[src/rtl/dvp_pattern_tx.sv]
// dvp_pattern_tx: emulated DVP camera producing framed RGB565 test patterns
module dvp_pattern_tx #(
  parameter int H_ACTIVE = 640,
  parameter int H_BLANK  = 144,
  parameter int V_SYNC   = 3,
  parameter int V_BACK   = 17,
  parameter int V_ACTIVE = 480,
  parameter int V_FRONT  = 10
) (
  input  logic        clk,
  input  logic        rst_n,
  input  logic        enable,
  input  logic [1:0]  mode,
  input  logic [15:0] solid_color,
  output logic        pclk,
  output logic        vs,
  output logic        href,
  output logic [7:0]  data,
  output logic        frame_done,
  output logic [7:0]  frame_cnt
);
  typedef enum logic [2:0] {IDLE, VSYNC, VBACK, ACTIVE, VFRONT} state_t;
  localparam logic [15:0] H_LAST = 16'(2 * H_ACTIVE + H_BLANK - 1);
  localparam logic [15:0] H_VIS  = 16'(2 * H_ACTIVE);
  localparam logic [15:0] BAR_W  = 16'(H_ACTIVE / 8);
  localparam logic [15:0] BARS [8] = '{16'hFFFF, 16'hFFE0, 16'h07FF, 16'h07E0,
                                       16'hF81F, 16'hF800, 16'h001F, 16'h0000};
  state_t      state_q, state_d;
  logic        pclk_q, pclk_d;
  logic [15:0] h_cnt_q, h_cnt_d, v_cnt_q, v_cnt_d;
  logic [1:0]  mode_q, mode_d;
  logic [15:0] solid_q, solid_d;
  logic [7:0]  frame_cnt_q, frame_cnt_d;
  logic        frame_done_q, frame_done_d;
  logic        tick, line_end, phase_end, start;
  logic [15:0] v_last, x, pix;
  always_ff @(posedge clk or negedge rst_n) begin
    if (!rst_n) begin
      state_q      <= IDLE;
      pclk_q       <= 1'b0;
      h_cnt_q      <= '0;
      v_cnt_q      <= '0;
      mode_q       <= '0;
      solid_q      <= '0;
      frame_cnt_q  <= '0;
      frame_done_q <= 1'b0;
    end else begin
      state_q      <= state_d;
      pclk_q       <= pclk_d;
      h_cnt_q      <= h_cnt_d;
      v_cnt_q      <= v_cnt_d;
      mode_q       <= mode_d;
      solid_q      <= solid_d;
      frame_cnt_q  <= frame_cnt_d;
      frame_done_q <= frame_done_d;
    end
  end
  always_comb begin
    pclk_d       = ~pclk_q;
    tick         = pclk_q;
    state_d      = state_q;
    h_cnt_d      = h_cnt_q;
    v_cnt_d      = v_cnt_q;
    mode_d       = mode_q;
    solid_d      = solid_q;
    frame_cnt_d  = frame_cnt_q;
    frame_done_d = 1'b0;
    line_end     = h_cnt_q == H_LAST;
    v_last       = state_q == VSYNC  ? 16'(V_SYNC - 1)   :
                   state_q == VBACK  ? 16'(V_BACK - 1)   :
                   state_q == ACTIVE ? 16'(V_ACTIVE - 1) : 16'(V_FRONT - 1);
    phase_end    = line_end && v_cnt_q == v_last;
    if (tick && state_q != IDLE) begin
      h_cnt_d = line_end ? '0 : h_cnt_q + 16'd1;
      v_cnt_d = phase_end ? '0 : line_end ? v_cnt_q + 16'd1 : v_cnt_q;
      if (phase_end) begin
        case (state_q)
          VSYNC:   state_d = VBACK;
          VBACK:   state_d = ACTIVE;
          ACTIVE:  state_d = VFRONT;
          VFRONT: begin
            state_d      = IDLE;
            frame_done_d = 1'b1;
            frame_cnt_d  = frame_cnt_q + 8'd1;
          end
          default: state_d = IDLE;
        endcase
      end
    end
    // enable matters only when a frame may begin; mode/colour freeze here
    start = tick && enable && (state_q == IDLE || (state_q == VFRONT && phase_end));
    if (start) begin
      state_d = VSYNC;
      mode_d  = mode;
      solid_d = solid_color;
    end
  end
  always_comb begin
    x          = h_cnt_q >> 1;
    pix        = mode_q == 2'd0 ? BARS[3'(x / BAR_W)] :
                 mode_q == 2'd1 ? x + v_cnt_q :
                 mode_q == 2'd2 ? {16{x[5] ^ v_cnt_q[5] ^ frame_cnt_q[0]}} : solid_q;
    pclk       = pclk_q;
    vs         = state_q == VSYNC;
    href       = state_q == ACTIVE && h_cnt_q < H_VIS;
    data       = href ? (h_cnt_q[0] ? pix[7:0] : pix[15:8]) : 8'h00;
    frame_done = frame_done_q;
    frame_cnt  = frame_cnt_q;
  end
endmodule
[config.mk]
export PLATFORM = sky130hd
export DESIGN_NAME = dvp_pattern_tx
export DESIGN_NICKNAME = d
export VERILOG_FILES = /design/src/rtl/dvp_pattern_tx.sv
export SDC_FILE = /design/constraint.sdc
export NUM_CORES = 1
export LEC_CHECK = 0
export CORE_MARGIN = 2
export CORE_UTILIZATION = 45
export CTS_CLUSTER_DIAMETER = 100
export DETAILED_ROUTE_END_ITERATION = 8
export DONT_BUFFER_PORTS = 1
export HOLD_SLACK_MARGIN = 0.06
export PLACE_DENSITY = 0.66
export REMOVE_ABC_BUFFERS = 1
export SLEW_MARGIN = 40
export SYNTH_ARGS = -nofsm -noshare
export SYNTH_HDL_FRONTEND = slang
export SYNTH_SLANG_ARGS = --single-unit
export TNS_END_PERCENT = 20
[constraint.sdc]
create_clock -name clk -period 4.6 [get_ports clk]
set_clock_uncertainty 0.1 [all_clocks]
set_input_delay 0.92 -clock clk [delete_from_list [all_inputs] [get_ports clk]]
set_output_delay 0.92 -clock clk [all_outputs]
set_load 0.02 [all_outputs]
# Word-level counts from Yosys, hierarchy flattened
# Memory sizes are Yosys's and may differ from the RTL's.
# Index checks and enable logic that the tools add are counted.
# W data, S select, Z words.
# op_classes
n_lt_le_gt_ge	2
div_mod_pow	1
eq_ne	8
n_bitwise	4
n_reduce_logical	16
n_addsub	4
muxes	20
# ops
cell	n
$mux W16	8
$add A16 B1 Y16 const B	2
$mux W9	3
$add A15 B16 Y16	1
$div A15 B7 Y16 const B	1
$eq A16 B11 Y1 const B	1
$eq A16 B9 Y1	1
$lt A16 B11 Y1 const B	1
$mux W8	2
$mux W3	3
$pmux W3 S3	1
$add A8 B1 Y8 const B	1
$eq A3 B2 Y1 const B	2
$logic_and A1 B1 Y1	6
$reduce_bool A2 Y1	3
$ge A4 B4 Y1 const B	1
$not A3 Y4	1
$reduce_and A2 Y1	2
$eq A3 B1 Y1 const B	1
$eq A3 B3 Y1 const B	1
$logic_not A3 Y1	1
$mux W1	3
$reduce_and A3 Y1	1
$reduce_bool A3 Y1	1
6 further kinds	7
# word_totals
output_inout_bits	20
n_memories	1
register_bits	63
inputBits	21
romBits	128
wordCells	64
# mem_list
name	words	word_bits	read_ports	rd_ports_with_merged_regs	wr	line	rtl
(no name shown)	8	16	1	0	0	100	pix = mode_q == 2'd0 ? BARS[3'(x / BAR_W)] :

# Longest topological paths before layout
# Gate-level depths: netlist of run 1.
# logic_depth
word_depth	11
depth_mapped	12
depth_no_buf	12

# Worst setup path after synthesis of run 1
# Ideal clock, no wire load.
# synth_path
path_kind	register -> output
from	register v_cnt_q[0]
to	output port data[6]
n_path_buf	0
arrival_time_ns	3.173
t_required_ns	3.580
path_slack_ns	0.407
stages_incl_launch_ff	13
path_cell_list	dfrtp_1 ha_1 fa_1 a21o_1 a21oi_1 o21bai_1 a31o_2 a211o_1 a2111oi_0 nor2_1 xor2_1 nor2_1 o32ai_1
# synth_via
elab_chain_cells	5
# synth_rtl
element	line	rtl
start: declaration	30	logic [15:0] h_cnt_q, h_cnt_d, v_cnt_q, v_cnt_d;
start signal: assignment	51	v_cnt_q <= v_cnt_d;
$add A15 B16 Y16	101	mode_q == 2'd1 ? x + v_cnt_q :
$mux W16	101	
$mux W16	100	
$mux W8 (2 in a row)	106	data = href ? (h_cnt_q[0] ? pix[7:0] : pix[15:8]) : 8'h00;
end: declaration	18	output logic [7:0] data,
# Every way passes these cells.

# Worst setup path after layout of run 1
# layout_path
from	register h_cnt_q[15]
to	output port data[3]
# layout_via
elab_chain_cells	8
word_cells_on_any_way	10
classes_between	div: 1; order compare: 1; mux: 5; bitwise: 1; reduce/logical: 1; memory: 1
# layout_rtl
element	line	rtl
start: declaration	30	
start signal: assignment	50	h_cnt_q <= h_cnt_d;
$div A15 B7 Y16	100	
$not A3 Y4 (not written as such)	100	
$mem_v2 Z8 W16	--	
$mux W16 (not written as such) (2 in a row)	100	
$mux W16	100	
$mux W8	106	
$mux W8 *	106	
# Every way passes the cells marked *; elsewhere a longest branch is shown, timed or not. The select of a mux whose other input is x is not followed.

==> results of run 1 <==
## power groups by stage
stage	combinational (mW)	clock [mW]	sequential [mW]
floorplan	0.000184	0	0.564
global placement	0.000184	0	0.564
detailed placement	0.000184	0	0.564
CTS	0.000184	0.579	0.553
global route	0.000184	0.603	0.553
finish	0.000184	0.565	0.553
## sequential cells by signal (all words and copies together) (netlist names)
name / flops
h_cnt_q: 16
solid_q: 16
v_cnt_q: 16
frame_cnt: 8
state_q: 3
mode_q: 2
frame_done: 1
pclk: 1
## through the flow
step,instance area [um^2],utilization,std cells
3_3_place_gp,4700,0.479,630
6_report,5200,0.530,663
3_5_place_dp,4700,0.479,630
4_1_cts,5060,0.515,654
2_1_floorplan,4460,-,487
5_1_grt,5200,0.530,663
## worst max-delay path: cells and delay by family (launching register included)
| family | cells | cell delay, ns |
|---|---|---|
| AOI/OAI and AO/OA | 8 | 1.77 |
| and+or+nand+nor | 1 | 0.38 |
| DFF | 1 | 0.47 |
| buffers and inverters | 4 | 0.66 |
## routing by layer
layer	vias to the layer above	GRT usage	part of all wire
li1	1882	-	-
met1	1918	0.275	0.45
met2	120	0.358	0.49
met3	27	0.0374	0.048
met4	0	0.0724	0.019
met5	-	0	0
## worst min-delay path by stage
stage                                  from                       to  depth (start not counted)
floorplan            solid_q[0]$_DFFE_PN0P_   solid_q[0]$_DFFE_PN0P_                          1
global placement    solid_q[14]$_DFFE_PN0P_  solid_q[14]$_DFFE_PN0P_                          1
detailed placement   solid_q[7]$_DFFE_PN0P_   solid_q[7]$_DFFE_PN0P_                          1
CTS                                   rst_n  h_cnt_q[14]$_DFFE_PN0P_                          0
global route                          rst_n  h_cnt_q[11]$_DFFE_PN0P_                          0
finish                                rst_n  solid_q[12]$_DFFE_PN0P_                          0
## cells by family (layout without fill, tap and decap cells)
logic type / Yosys count / after routing / synth area share
and+or+nand+nor: 199 / 199 / 0.225
AOI/OAI and AO/OA: 118 / 118 / 0.186
DFF: 63 / 63 / 0.345
xor gates and xnor gates: 52 / 52 / 0.0998
buffers and inverters: 36 / 56 / 0.0337
muxes: 22 / 22 / 0.0535
adders and majority gates: 20 / 20 / 0.0562
## final cells by class
type / instances / area [um^2] / area share
Multi-Input combinational cell: 411 / 2970 / 0.571
Inverter: 13 / 48.8 / 0.00938
Clock buffer: 9 / 124 / 0.0238
Timing Repair Buffer: 27 / 205 / 0.0394
Clock inverter: 7 / 103 / 0.0197
Sequential cell: 63 / 1580 / 0.304
Tap cell: 133 / 166 / 0.0320
## timing repair
item / in CTS / in global routing
gates resized for setup: 16 / 17
endpoints found under the hold margin: 0 / 0
setup endpoints to repair: 8 / 8
pin swaps: 3 / 12
setup buffers: 8 / 9
## placed cells by master (no fill, tap or decap), types with 11 or more instances in the layout
| master | n |
|---|---|
| o21ai_0 | 34 |
| dfrtp_1 | 57 |
| nor2b_1 | 15 |
| nand2_1 | 48 |
| inv_1 | 13 |
| buf_4 | 23 |
| and3_1 | 11 |
| ha_1 | 18 |
| a21oi_1 | 16 |
| mux2_2 | 19 |
| nand3_1 | 16 |
| xnor2_1 | 36 |
| nor2_1 | 38 |
| xor2_1 | 16 |
| nor3_1 | 18 |
| nand4_1 | 11 |
==> results.md, run 1 <==
* Outcome: finished with violations
* Failing checks: setup timing
* # IOs at slightly above 40
* Synth Register Bits at 63
* # port buffers at 0
* DRC errors left at 0
* Worst min path class: input pin to async pin
* Relative slew margins at 0.552
* Unique masters post-synth at 73
* Final min period at 4.66 ns
* FFs w/ async S/R, synth at 1.00
* Post-CTS Hold Buffers at 0
* Area grow syn2layout at 14.0%
* First-pass GRT wire length at around 19000 um
* Die Ht at 105 um
* Biggest area consumer among synthesized cells: dfrtp_1
* Initial Util at 0.465
* Slowest stage cell, crit path: dfrtp_2
* Cell internal pwr at 0.865 mW
* Final Hold Viols at 0
* Post-DP HPWL at 8200 um
* Final WL at 11600 um
* Nets at between 500 and 600
* Setup slack, reg-to-reg at 1.31 ns
* Vias in the first global route at 3899
* Site row count at 36
* Tcrit/Tclk final at 1.01
* Initial DRC count at 258
* Initial antenna violation count at 0
* Crit-path cells: buf_6 -> or3b_4 -> a21oi_4 -> o31a_1 -> o41ai_2 -> a211o_1 -> a22oi_2 -> buf_4 -> o2111ai_2 -> a41o_2 -> buf_6 -> o32ai_2 -> buf_4
* Root Buffer: clkbuf_8
* Instance count of the mapped netlist at a little over 500
* Clock power frac at 0.505
* Total congestion overflow at 0
* Post-DR wirelength/cell at 17.5 um
* Sw Pwr at 0.254 mW
* Sum Neg Setup Slack at -0.185 ns
* Worst EP required at 3.58 ns
* Clk_lat worst skew at 0.36 ns
* CP Launch Point: h_cnt_q[15]$_DFFE_PN0P_
* Sequential power share at 0.494
* Leakage power at 2.44 nW
* Worst slack, placed at 0.159 ns
* Worst R2R End: frame_cnt[7]$_DFFE_PN0P_
* Top_reg_cell synth: dfrtp_1
* Crit-path max FO at 8
* Ranking of synthesized cells by area: dfrtp_1, xnor2_1, ha_1, mux2_2, nand2_1
* Mapped Avg Cell Area at 8.95 um^2
* Routed Antenna Nets at 0
* Worst reg2reg path depth at 9
* Max-cap violations at 0
* CTS max path bufs at 2
* Worst path arrival time at 3.64 ns
* Crit path to: data[3]
* CTS tree: yes
* Top-count cell post-synth: dfrtp_1
* Yosys warns at 0
* Layout cell share with drive strength beyond 1 at 0.198
* RSZ-0062 raised after global routing: yes
* Synth top area share at 0.345
* Final setup margin at -0.0603 ns
* Pwr Density at about 220 mW/mm^2
* Synth Cell Area at 0.00456 mm^2
* GPL Wtd Cong at 0.946
* Switching Fraction at 0.227
* H-tree depth at 3
* Most frequent cells after synthesis: dfrtp_1, nand2_1, nor2_1
* Reg2reg start: h_cnt_q[9]$_DFFE_PN0P_
* Final-layout fill cell count at 930
* Critical path type: register to output pin
* Total power draw at 1.12 mW
* Max Clock Freq at around 210 MHz
* Power share of the combinational group at 0
* Register area share after synthesis at 0.345
* Setup violators final at 5
* Largest net degree at the start of global routing at 64
* Via count at between 3000 and 4000
* Slew @ Worst Pin at between 0.6 and 0.7 ns
* DR pass1 iterations at 5
* Setup crit start kind: register
* GRT Resource Usage Total at 0.212
* Worst path max stage delay at 0.47 ns
* Die X at 105 um
* Die Footprint at 0.0110 mm^2
* Antenna diode count at 0
* CTS sink count at 63
* Crit path capture type: output pin
* Hold slack final at 0.144 ns
* Mean number of vias per cell at 5.95
* CTS Buf Count at 9
* Fin. max-slew vios at 0
* Worst-path clk slew at 0.10 ns
* Core area at 0.00982 mm^2
* Number of synthesized flops with an enable pin at 0
* Peak supply drop at 218 uV
(Power assumes the default switching activity.)
==> inputs of run 2 (changes only) <==
--- a/config.mk
+++ b/config.mk
@@ -5,7 +5,7 @@
 export SDC_FILE = /design/constraint.sdc
 export NUM_CORES = 1
 export LEC_CHECK = 0
-export CORE_MARGIN = 2
+export CORE_MARGIN = 4
 export CORE_UTILIZATION = 45
 export CTS_CLUSTER_DIAMETER = 100
 export DETAILED_ROUTE_END_ITERATION = 8
==> run 2 against run 1 <==
The flow now finishes without violations; flip-flop and latch count unchanged; via count down 0.15%; global-route usage decreased by 0.97 points; die area is 7.8% higher; power rose by 5.6%; non-clock buffer count grew 5; largest cell class unchanged; highest routed layer unchanged.
==> results.md, run 2 (synthesized netlist as in run 1, its figures left out) <==
* Outcome: complete, no violations
* # IOs at 41 (unchanged)
* Post-DR wirelength/cell at 17.8 um (+1.8%)
* GRT Resource Usage Total at 0.202 (-0.00968)
* Die X at 109 um (+3.8%)
* Initial Util at 0.465 (unchanged)
* Relative slew margins at 0.530 (-0.0221)
* Hold slack final at 0.139 ns (-0.00541 ns)
* Vias in the first global route at 3791 (-2.8%)
* Cell family with most CP delay: compound AO/OA/AOI/OAI gates
* Initial DRC count at 328 (+27%)
* Post-CTS Hold Buffers at 0 (unchanged)
* Area grow syn2layout at 16.5%
* CTS sink count at 63 (unchanged)
* CP Launch Point: h_cnt_q[13]$_DFFE_PN0P_
* Tcrit/Tclk final at 0.997 (-0.0160)
* Max Clock Freq at 218 MHz (+1.6%)
* Final WL at 11900 um (+2.5%)
* Peak supply drop at 195 uV (-10%)
* Placed cell count at 630 (unchanged)
* Fin. max-slew vios at 0 (unchanged)
* Largest net degree at the start of global routing at 64 (unchanged)
* Total congestion overflow at 0 (unchanged)
* Die Footprint at 0.0118 mm^2 (+7.8%)
* GPL Wtd Cong at 0.905 (-4.3%)
* Nets at 570 (+0.88%)
* Setup violators final at 0 (-5)
* Die Ht at 109 um (+3.8%)
* Leakage power at 2.49 nW (+2.0%)
* Max-cap violations at 0 (unchanged)
* Core area at 0.00982 mm^2 (unchanged)
* # port buffers at 0 (unchanged)
* Root Buffer: clkbuf_8
* Critical path type: register to output pin
* Antenna diode count at 0 (unchanged)
* Slowest stage cell, crit path: dfrtp_2
* Via count at 3941 (-0.15%)
* CTS Buf Count at 9 (unchanged)
* Clk_lat worst skew at 0.36 ns (about the same)
* Total power draw at 1.18 mW (+5.6%)
* Post-route insts no fill at 668 (+0.75%)
* Top Registers: h_cnt_q: 16 flops, solid_q: 16 flops, v_cnt_q: 16 flops
* First-pass GRT wire length at 18800 um (-0.70%)
* Setup crit start kind: register
* Worst slack, placed at 0.203 ns (+0.0441 ns)
* Crit-path max FO at 10 (+2)
* Reg2reg start: h_cnt_q[9]$_DFFE_PN0P_
* Final min period at 4.59 ns (-0.0735 ns)
* Worst EP required at 3.58 ns (about the same)
* Slew @ Worst Pin at 0.705 ns (+0.0332 ns)
* Final setup margin at 0.0132 ns (+0.0735 ns)
* Post-DP HPWL at 8270 um (+0.90%)
* Crit-path cells: or2b_1 -> a221oi_2 -> a22oi_2 -> nor4_2 -> a211o_1 -> a22oi_2 -> buf_4 -> a211oi_1 -> o211ai_1 -> a41o_2 -> o32ai_2 -> buf_4
* DR pass1 iterations at 4 (-1)
* CTS max path bufs at 2 (unchanged)
* Worst path arrival time at 3.57 ns (-0.07 ns)
* Most common cell after layout, fill and taps aside: dfrtp_1
* H-tree depth at 3 (unchanged)
* Worst path max stage delay at 0.49 ns (+0.02 ns)
* Worst-path clk slew at 0.09 ns (about the same)
* Crit path capture type: output pin
* Worst min path class: input pin to async pin
* DRC errors left at 0 (unchanged)
* RSZ-0062 raised after global routing: yes
* Pwr Density at 222 mW/mm^2 (+3.4%)
* Leading cell types in the layout, fill and taps excluded: dfrtp_1, nand2_1, nor2_1
* Mean number of vias per cell at 5.90 (-0.90%)
* Final Hold Viols at 0 (unchanged)
* Worst Path Buf+Inv at 2 (-2)
* Routed Antenna Nets at 0 (unchanged)
* CTS tree: yes
* Site row count at 36 (unchanged)
* Layout cell share with drive strength beyond 1 at 0.211 (+0.0131)
* Initial antenna violation count at 0 (unchanged)
## run 2: final timing paths
| kind | cells past startpoint | to | slack [ns] |
|---|---|---|---|
| hold reg to reg | 1 | solid_q[2]$_DFFE_PN0P_ | 0.42 |
| max in group asynchronous | 0 | h_cnt_q[9]$_DFFE_PN0P_ | 4.13 |
| min in group clk | 1 | solid_q[2]$_DFFE_PN0P_ | 0.42 |
| hold / removal | 0 | mode_q[1]$_DFFE_PN0P_ | 0.14 |
| setup reg to reg | 9 | frame_cnt[7]$_DFFE_PN0P_ | 1.25 |
| setup / recovery | 12 | data[4] | 0.01 |
## run 2: what timing repair did
item / 4_1_cts / 5_1_grt
pin swaps: 3 / 11
hold endpoints to repair: 0 / 0
resized for setup: 13 / 29
buffers inserted: 5 / 17
endpoints found under the setup margin: 8 / 8
## run 2: stage by stage
stage	utilization	area, um^2	setup TNS, ns
2_1_floorplan	-	4460	0
3_3_place_gp	0.479	4700	0
3_5_place_dp	0.479	4700	0
4_1_cts	0.514	5040	-0.00336
5_1_grt	0.542	5320	-0.961
6_report	0.542	5320	0
## run 2: layout make-up
type,count,area (um^2)
inverters,13,48.8
well taps,133,166
repair buffers,32,262
clock buffers,9,124
fillers,889,4500
multi-input cells,411,3010
clock inverters,7,128
flip-flops and latches,63,1580
## run 2: power by group
| part | internal [mW] | switching, mW | leakage, nW |
|---|---|---|---|
| logic | 0.000182 | 0 | 1.51 |
| registers | 0.553 | 0 | 0.851 |
| clock network | 0.369 | 0.260 | 0.126 |
| total | 0.922 | 0.260 | 2.49 |
## run 2: worst reg2reg max path, stage by stage (launching register included)
cell and delay, ns:
dfrtp_1 0.58, inv_1 0.29, nand2_1 0.16, or4_1 0.53
nor3_1 0.34, nand4_1 0.23, nor2_1 0.46, and3_1 0.29
nand4_1 0.13, xnor2_1 0.15
## run 2: routing by layer
metal | vias up | global-route usage | share of wire
met5 | - | 0 | 0
met4 | 0 | 0.0703 | 0.019
met3 | 17 | 0.0409 | 0.041
met2 | 106 | 0.331 | 0.50
met1 | 1925 | 0.267 | 0.44
li1 | 1893 | - | -
